$ cat config.mk
export PLATFORM = sky130hd
export DESIGN_NAME = mc_sequencer
export DESIGN_NICKNAME = d
export VERILOG_FILES = /design/src/rtl/mc_sequencer.sv
export SDC_FILE = /design/constraint.sdc
export NUM_CORES = 1
export LEC_CHECK = 0
export BUFFER_PORTS_ARGS = -buffer_cell sky130_fd_sc_hd__buf_4
export CELL_PAD_IN_SITES_DETAIL_PLACEMENT = 1
export CELL_PAD_IN_SITES_GLOBAL_PLACEMENT = 2
export CORE_UTILIZATION = 37
export DETAILED_ROUTE_END_ITERATION = 6
export PLACE_DENSITY = 0.93
export SLEW_MARGIN = 20
export SYNTH_ARGS = -nofsm -noshare
export SYNTH_HDL_FRONTEND = slang
export SYNTH_SLANG_ARGS = --single-unit
$ cat constraint.sdc
create_clock -name clk -period 3 [get_ports clk]
set_input_delay 0.3 -clock clk [delete_from_list [all_inputs] [get_ports clk]]
set_output_delay 0.3 -clock clk [all_outputs]
set_load 0.05 [all_outputs]
$ cat src/rtl/mc_sequencer.sv
// mc_sequencer: multicycle control sequencer for the 8-bit, 32-entry
// register-file datapath. Fetches 32-bit words over a req/ack handshake,
// decodes ADDU/SUBU/ADDIU and walks FETCH, DECODE, READ, EXEC, WB per
// instruction, running PC 0 .. max_pc-1 and then parking in DONE.
//
// Optional feature: define ILLEGAL_TRAP_EN to halt in TRAP on an illegal
// instruction. Left undefined, illegal words execute as NOPs and trap is 0.
//
// Ports:
//   clk, reset         rising-edge clock, asynchronous active-high reset
//   start, max_pc      begin a run of max_pc instructions (IDLE/DONE only)
//   imem_req/addr      fetch request and address (= pc)
//   imem_ack/data      fetch accept, instruction word valid with ack
//   rf_re, rf_ra1/2    register-file read strobe and read addresses
//   alu_en, alu_op     ALU evaluate strobe, op (00 none, 01 add, 10 sub)
//   alu_src_imm, imm   immediate operand select and immediate (ir[7:0])
//   rf_we, rf_wa       write-back strobe and write address
//   busy, done, trap   run in progress, run complete, illegal-instr halt
module mc_sequencer #(
    parameter int unsigned PC_W = 3
) (
    input  logic            clk,
    input  logic            reset,
    input  logic            start,
    input  logic [PC_W-1:0] max_pc,
    output logic            imem_req,
    output logic [PC_W-1:0] imem_addr,
    input  logic            imem_ack,
    input  logic [31:0]     imem_data,
    output logic            rf_re,
    output logic [4:0]      rf_ra1,
    output logic [4:0]      rf_ra2,
    output logic            alu_en,
    output logic [1:0]      alu_op,
    output logic            alu_src_imm,
    output logic [7:0]      imm,
    output logic            rf_we,
    output logic [4:0]      rf_wa,
    output logic            busy,
    output logic            done,
    output logic            trap
);

    localparam int unsigned CMP_W = PC_W + 1;

    typedef enum logic [2:0] {
        IDLE   = 3'd0,
        FETCH  = 3'd1,
        DECODE = 3'd2,
        READ   = 3'd3,
        EXEC   = 3'd4,
        WB     = 3'd5,
        DONE   = 3'd6
`ifdef ILLEGAL_TRAP_EN
        , TRAP = 3'd7
`endif
    } state_t;

    state_t          state_q, state_d;
    logic [PC_W-1:0] pc, pc_d;
    logic [PC_W-1:0] max_q, max_d;
    logic [31:0]     ir, ir_d;
    logic            legal, legal_d;
    logic [4:0]      ra1_d, ra2_d, wa_d;
    logic [1:0]      op_d;
    logic            src_d;
    logic [7:0]      imm_d;
    logic [CMP_W-1:0] pc_inc;
    logic [5:0]      opcode, funct;

    // Shamt bits carry no meaning for the supported instructions.
    logic unused_shamt;
    assign unused_shamt = ^ir[10:8];

    assign imem_addr = pc;
    assign opcode    = ir[31:26];
    assign funct     = ir[5:0];

    // Next-state, datapath register and decoded-field logic.
    always_comb begin
        state_d = state_q;
        pc_d    = pc;
        max_d   = max_q;
        ir_d    = ir;
        legal_d = legal;
        ra1_d   = rf_ra1;
        ra2_d   = rf_ra2;
        wa_d    = rf_wa;
        op_d    = alu_op;
        src_d   = alu_src_imm;
        imm_d   = imm;
        // One extra bit so the end-of-run compare never sees a wrapped pc.
        pc_inc  = CMP_W'(pc) + CMP_W'(1);

        case (state_q)
            IDLE, DONE: begin
                if (start) begin
                    pc_d    = '0;
                    max_d   = max_pc;
                    state_d = (max_pc == '0) ? DONE : FETCH;
                end
            end
            FETCH: begin
                if (imem_ack) begin
                    ir_d    = imem_data;
                    state_d = DECODE;
                end
            end
            DECODE: begin
                legal_d = 1'b0;
                ra1_d   = '0;
                ra2_d   = '0;
                wa_d    = '0;
                op_d    = 2'b00;
                src_d   = 1'b0;
                imm_d   = ir[7:0];
                if (opcode == 6'b000000 && funct == 6'b100001) begin
                    legal_d = 1'b1;
                    op_d    = 2'b01;
                    ra1_d   = ir[25:21];
                    ra2_d   = ir[20:16];
                    wa_d    = ir[15:11];
                end else if (opcode == 6'b000000 && funct == 6'b100011) begin
                    legal_d = 1'b1;
                    op_d    = 2'b10;
                    ra1_d   = ir[25:21];
                    ra2_d   = ir[20:16];
                    wa_d    = ir[15:11];
                end else if (opcode == 6'b001001) begin
                    legal_d = 1'b1;
                    op_d    = 2'b01;
                    src_d   = 1'b1;
                    ra1_d   = ir[25:21];
                    wa_d    = ir[20:16];
                end
                state_d = READ;
            end
            READ: begin
                state_d = EXEC;
            end
            EXEC: begin
                state_d = WB;
`ifdef ILLEGAL_TRAP_EN
                if (!legal) begin
                    state_d = TRAP;
                end
`endif
            end
            WB: begin
                pc_d    = pc_inc[PC_W-1:0];
                state_d = (pc_inc < CMP_W'(max_q)) ? FETCH : DONE;
            end
`ifdef ILLEGAL_TRAP_EN
            TRAP: begin
                state_d = TRAP;
            end
`endif
            default: begin
                state_d = IDLE;
            end
        endcase
    end

    // State, datapath registers and Moore outputs decoded from the next state.
    always_ff @(posedge clk or posedge reset) begin
        if (reset) begin
            state_q     <= IDLE;
            pc          <= '0;
            max_q       <= '0;
            ir          <= '0;
            legal       <= 1'b0;
            rf_ra1      <= '0;
            rf_ra2      <= '0;
            rf_wa       <= '0;
            alu_op      <= 2'b00;
            alu_src_imm <= 1'b0;
            imm         <= '0;
            imem_req    <= 1'b0;
            rf_re       <= 1'b0;
            alu_en      <= 1'b0;
            rf_we       <= 1'b0;
            busy        <= 1'b0;
            done        <= 1'b0;
        end else begin
            state_q     <= state_d;
            pc          <= pc_d;
            max_q       <= max_d;
            ir          <= ir_d;
            legal       <= legal_d;
            rf_ra1      <= ra1_d;
            rf_ra2      <= ra2_d;
            rf_wa       <= wa_d;
            alu_op      <= op_d;
            alu_src_imm <= src_d;
            imm         <= imm_d;
            imem_req    <= (state_d == FETCH);
            rf_re       <= (state_d == READ);
            alu_en      <= (state_d == EXEC);
            rf_we       <= (state_d == WB) && legal_d && (wa_d != 5'd0);
            busy        <= (state_d == FETCH) || (state_d == DECODE) ||
                           (state_d == READ)  || (state_d == EXEC)   ||
                           (state_d == WB);
            done        <= (state_d == DONE);
        end
    end

`ifdef ILLEGAL_TRAP_EN
    always_ff @(posedge clk or posedge reset) begin
        if (reset) begin
            trap <= 1'b0;
        end else begin
            trap <= (state_d == TRAP);
        end
    end
`else
    assign trap = 1'b0;
`endif

endmodule
==> flow_summary.yaml <==
outcome:
  status: "completed"
grt:
  grt_pass1_vias: 2399
  grt-ovfl-total: 0
  grt_max_degree: 29
  antenna_found_initial: 0
  grt_pass1_wl_um: 11700
  globalRouteTotalUtil: 0.180
placement:
  port_buffers: 70
  dp_cells: 414
  gp_congestion: 0.765
  hpwl_um: 4880
sta:
  finalSetupViolations: 0
  max_clock_freq_mhz: 440
  skew_ns: 0.0119
  fin_crit_ns: 2.27
  rsz0062_at_grt: "no"
  worstMarginPinSlew_ns: 0.679
  setup_tns_ns: 0
  period_share: 0.757
  slew_headroom: 0.547
  slew_viol_final: 0
  finalHoldViolations: 0
routing:
  drt_wl_total_um: 6850
  avgRoutedWirePerCell_um: 15.9
  antenna_left: 0
  drcViolationCount: 0
  viasPerCell: 4.92
  firstDrtPassIters: 4
  route.vias.total: 2120
  drt_iter0_drc: 69
cts:
  cts_buffers: 9
  cts_setup_buffers: 0
  h-tree-depth: 3
  clockBufferDepth: 2
  cts_tree: "built"
  cts.clk_slew.worst_paths_ns: 0.08
  root_buffer: "clkbuf_8"
  cts.sinks: 71
  clk_latency_ns: 0.34
  ctsResizeCount: 0
  cts_hold_buffers: 1
worst_setup_path:
  crit_start: "imem_addr[0]"
  slowest_delay_ns: 0.51
  cp-endpoint: "busy"
  endpoint_kind: "flip-flop"
  cp.buffers_inverters: 0
  startpoint_type: "flip-flop"
  arrival_ns: 2.54
  rr_endpoint: "busy"
  rrSetupSlack_ns: 0.73
  cp_num_cells: 7
  crit_fanout: 6
  rr_startpoint: "imem_addr[0]"
  worstPathRequired_ns: 3.27
  cpMostUsedCell: "ha_1"
  crit_type: "flip-flop to flip-flop"
  rr_worst_depth: 7
  crit_slowest_cell: "a211oi_1"
  cp_cell_sequence: "ha_1 -> ha_1 -> a21boi_0 -> o21ai_0 -> nand2_1 -> a211oi_1 -> mux2i_1"
  crit_family: "compound AO/OA/AOI/OAI gates"
layout:
  final_nets: 366
  antennaDiodeCount: 0
  multi_input_area_um2: 1120
  register_area_um2: 1780
  final_util: 0.492
  stdcell_count: 431
  drive_gt1_frac: 0.389
  nFillCells: 851
  synthToLayoutAreaGrowth_pct: 27.8
die:
  start_util: 0.385
  die_x_um: 92.1
  rows: 32
  die-area_um2: 8490
  core_um2: 7810
  die_h_um: 92.1
  pin_count: 75
synth:
  yosysWarnings: 0
  synth-simple-area-share: 0.144
  ys_ff_latch: 71
  synth_nets: 292
  synth_top_cell_area_share: 0.591
  synth_compound_area_frac: 0.0924
  seq_area_frac_synth: 0.591
  synthesis.area_um2: 3010
  synth_top_family_by_area: "simple AND/OR/NAND/NOR gates"
  ys_types: 49
  synth_ff_type: "dfrtp_1"
  synth_commonest_cells: "dfrtp_1, nand2_1, mux2_2"
  synth_xor_area_frac: 0.00291
  synth_largest_area_cell: "dfrtp_1"
  yosysMostFrequentCell: "dfrtp_1"
  synth-adder-area-share: 0.0125
  synth-edff-count: 0
  synth.area.mux_share: 0.116
  async_reset_ff_frac: 1.00
  synth_cells: 250
  avgSynthCellArea_um2: 12.0
  synthTopCellsByArea: "dfrtp_1, mux2_2, nand2_1"
power:
  powerDensity_nw_per_um2: 1090
  p_leak_uw: 0.00182
  vdd_drop_max_mv: 0.358
run:
  drv_cap: 0
hold_path:
  hp-class: "input pin to flip-flop"
==> routing by layer <==
layer,vias up,track usage,wire (um)
met2,47,0.286,3240
li1,1030,-,-
met4,0,0.0781,112
met1,1035,0.237,3230
met5,-,0,0
met3,8,0.0390,261
==> final cells by class <==
cell class	count	share of cell area
clock buffers	11	0.0394
clock inverters	5	0.0147
repair buffers	76	0.149
flip-flops and latches	71	0.463
well taps	102	0.0332
inverters	6	0.00912
multi-input cells	160	0.292
==> flip-flops by register name, summed over array words and instances (netlist names) <==
| name | flops |
|---|---|
| legal | 1 |
| busy | 1 |
| rf_ra1 | 5 |
| imem_addr | 3 |
| alu_op | 2 |
| imem_req | 1 |
| state_q | 3 |
| alu_en | 1 |
| max_q | 3 |
| rf_ra2 | 5 |
| imm | 8 |
| rf_wa | 5 |
| rf_we | 1 |
| done | 1 |
| ir | 29 |
| rf_re | 1 |
| alu_src_imm | 1 |
==> per-stage QoR <==
step,area (um2),power [uW],worst slack (ns),hold WS [ns]
floorplan,3010,2950,0.688,0.417
global route,3840,4480,0.515,0.168
detailed placement,3620,3450,0.696,0.350
global placement,3620,3370,0.774,0.350
finish,3840,4210,0.728,0.177
CTS,3840,4260,0.682,0.159
==> logic make-up after synthesis <==
group | count (synthesis)
AOI/OAI and AO/OA | 41
xor gates and xnor gates | 1
adders and majority gates | 3
buffers and inverters | 19
DFF | 71
muxes | 31
other | 1
and+or+nand+nor | 83
==> cells in the final DEF, fill, tap and decap left out, types with 2 or more instances in the layout <==
cell,instances
o21ai_0,10
clkbuf_8,11
nor2b_1,2
buf_4,75
a31oi_1,5
a21oi_1,2
dfrtp_1,71
ha_1,3
and3_1,2
inv_1,4
a22o_1,6
clkinv_2,2
a211oi_1,2
nand2_1,45
o21ai_1,6
mux2_1,3
mux2_2,27
nor2_1,8
nand4_1,10
and2_1,2
==> power by group <==
group	internal, uW	leakage (uW)	switching (uW)
clock	428	0.000105	366
sequential	1350	0.000890	292
combinational	684	0.000821	1090
total	2460	0.00182	1750
==> how the worst min path moves through the flow <==
stage	from	to	slack [ns]	cells past startpoint
2_1_floorplan	max_pc[1]	max_q[1]	0.42	2
3_3_place_gp	reset	ir[11]	0.35	2
3_5_place_dp	reset	ir[5]	0.35	2
4_1_cts	imem_data[19]	ir[19]	0.16	2
5_1_grt	imem_data[19]	ir[19]	0.17	2
6_report	imem_data[19]	ir[19]	0.18	2
Power figures use the tool's default switching activity.
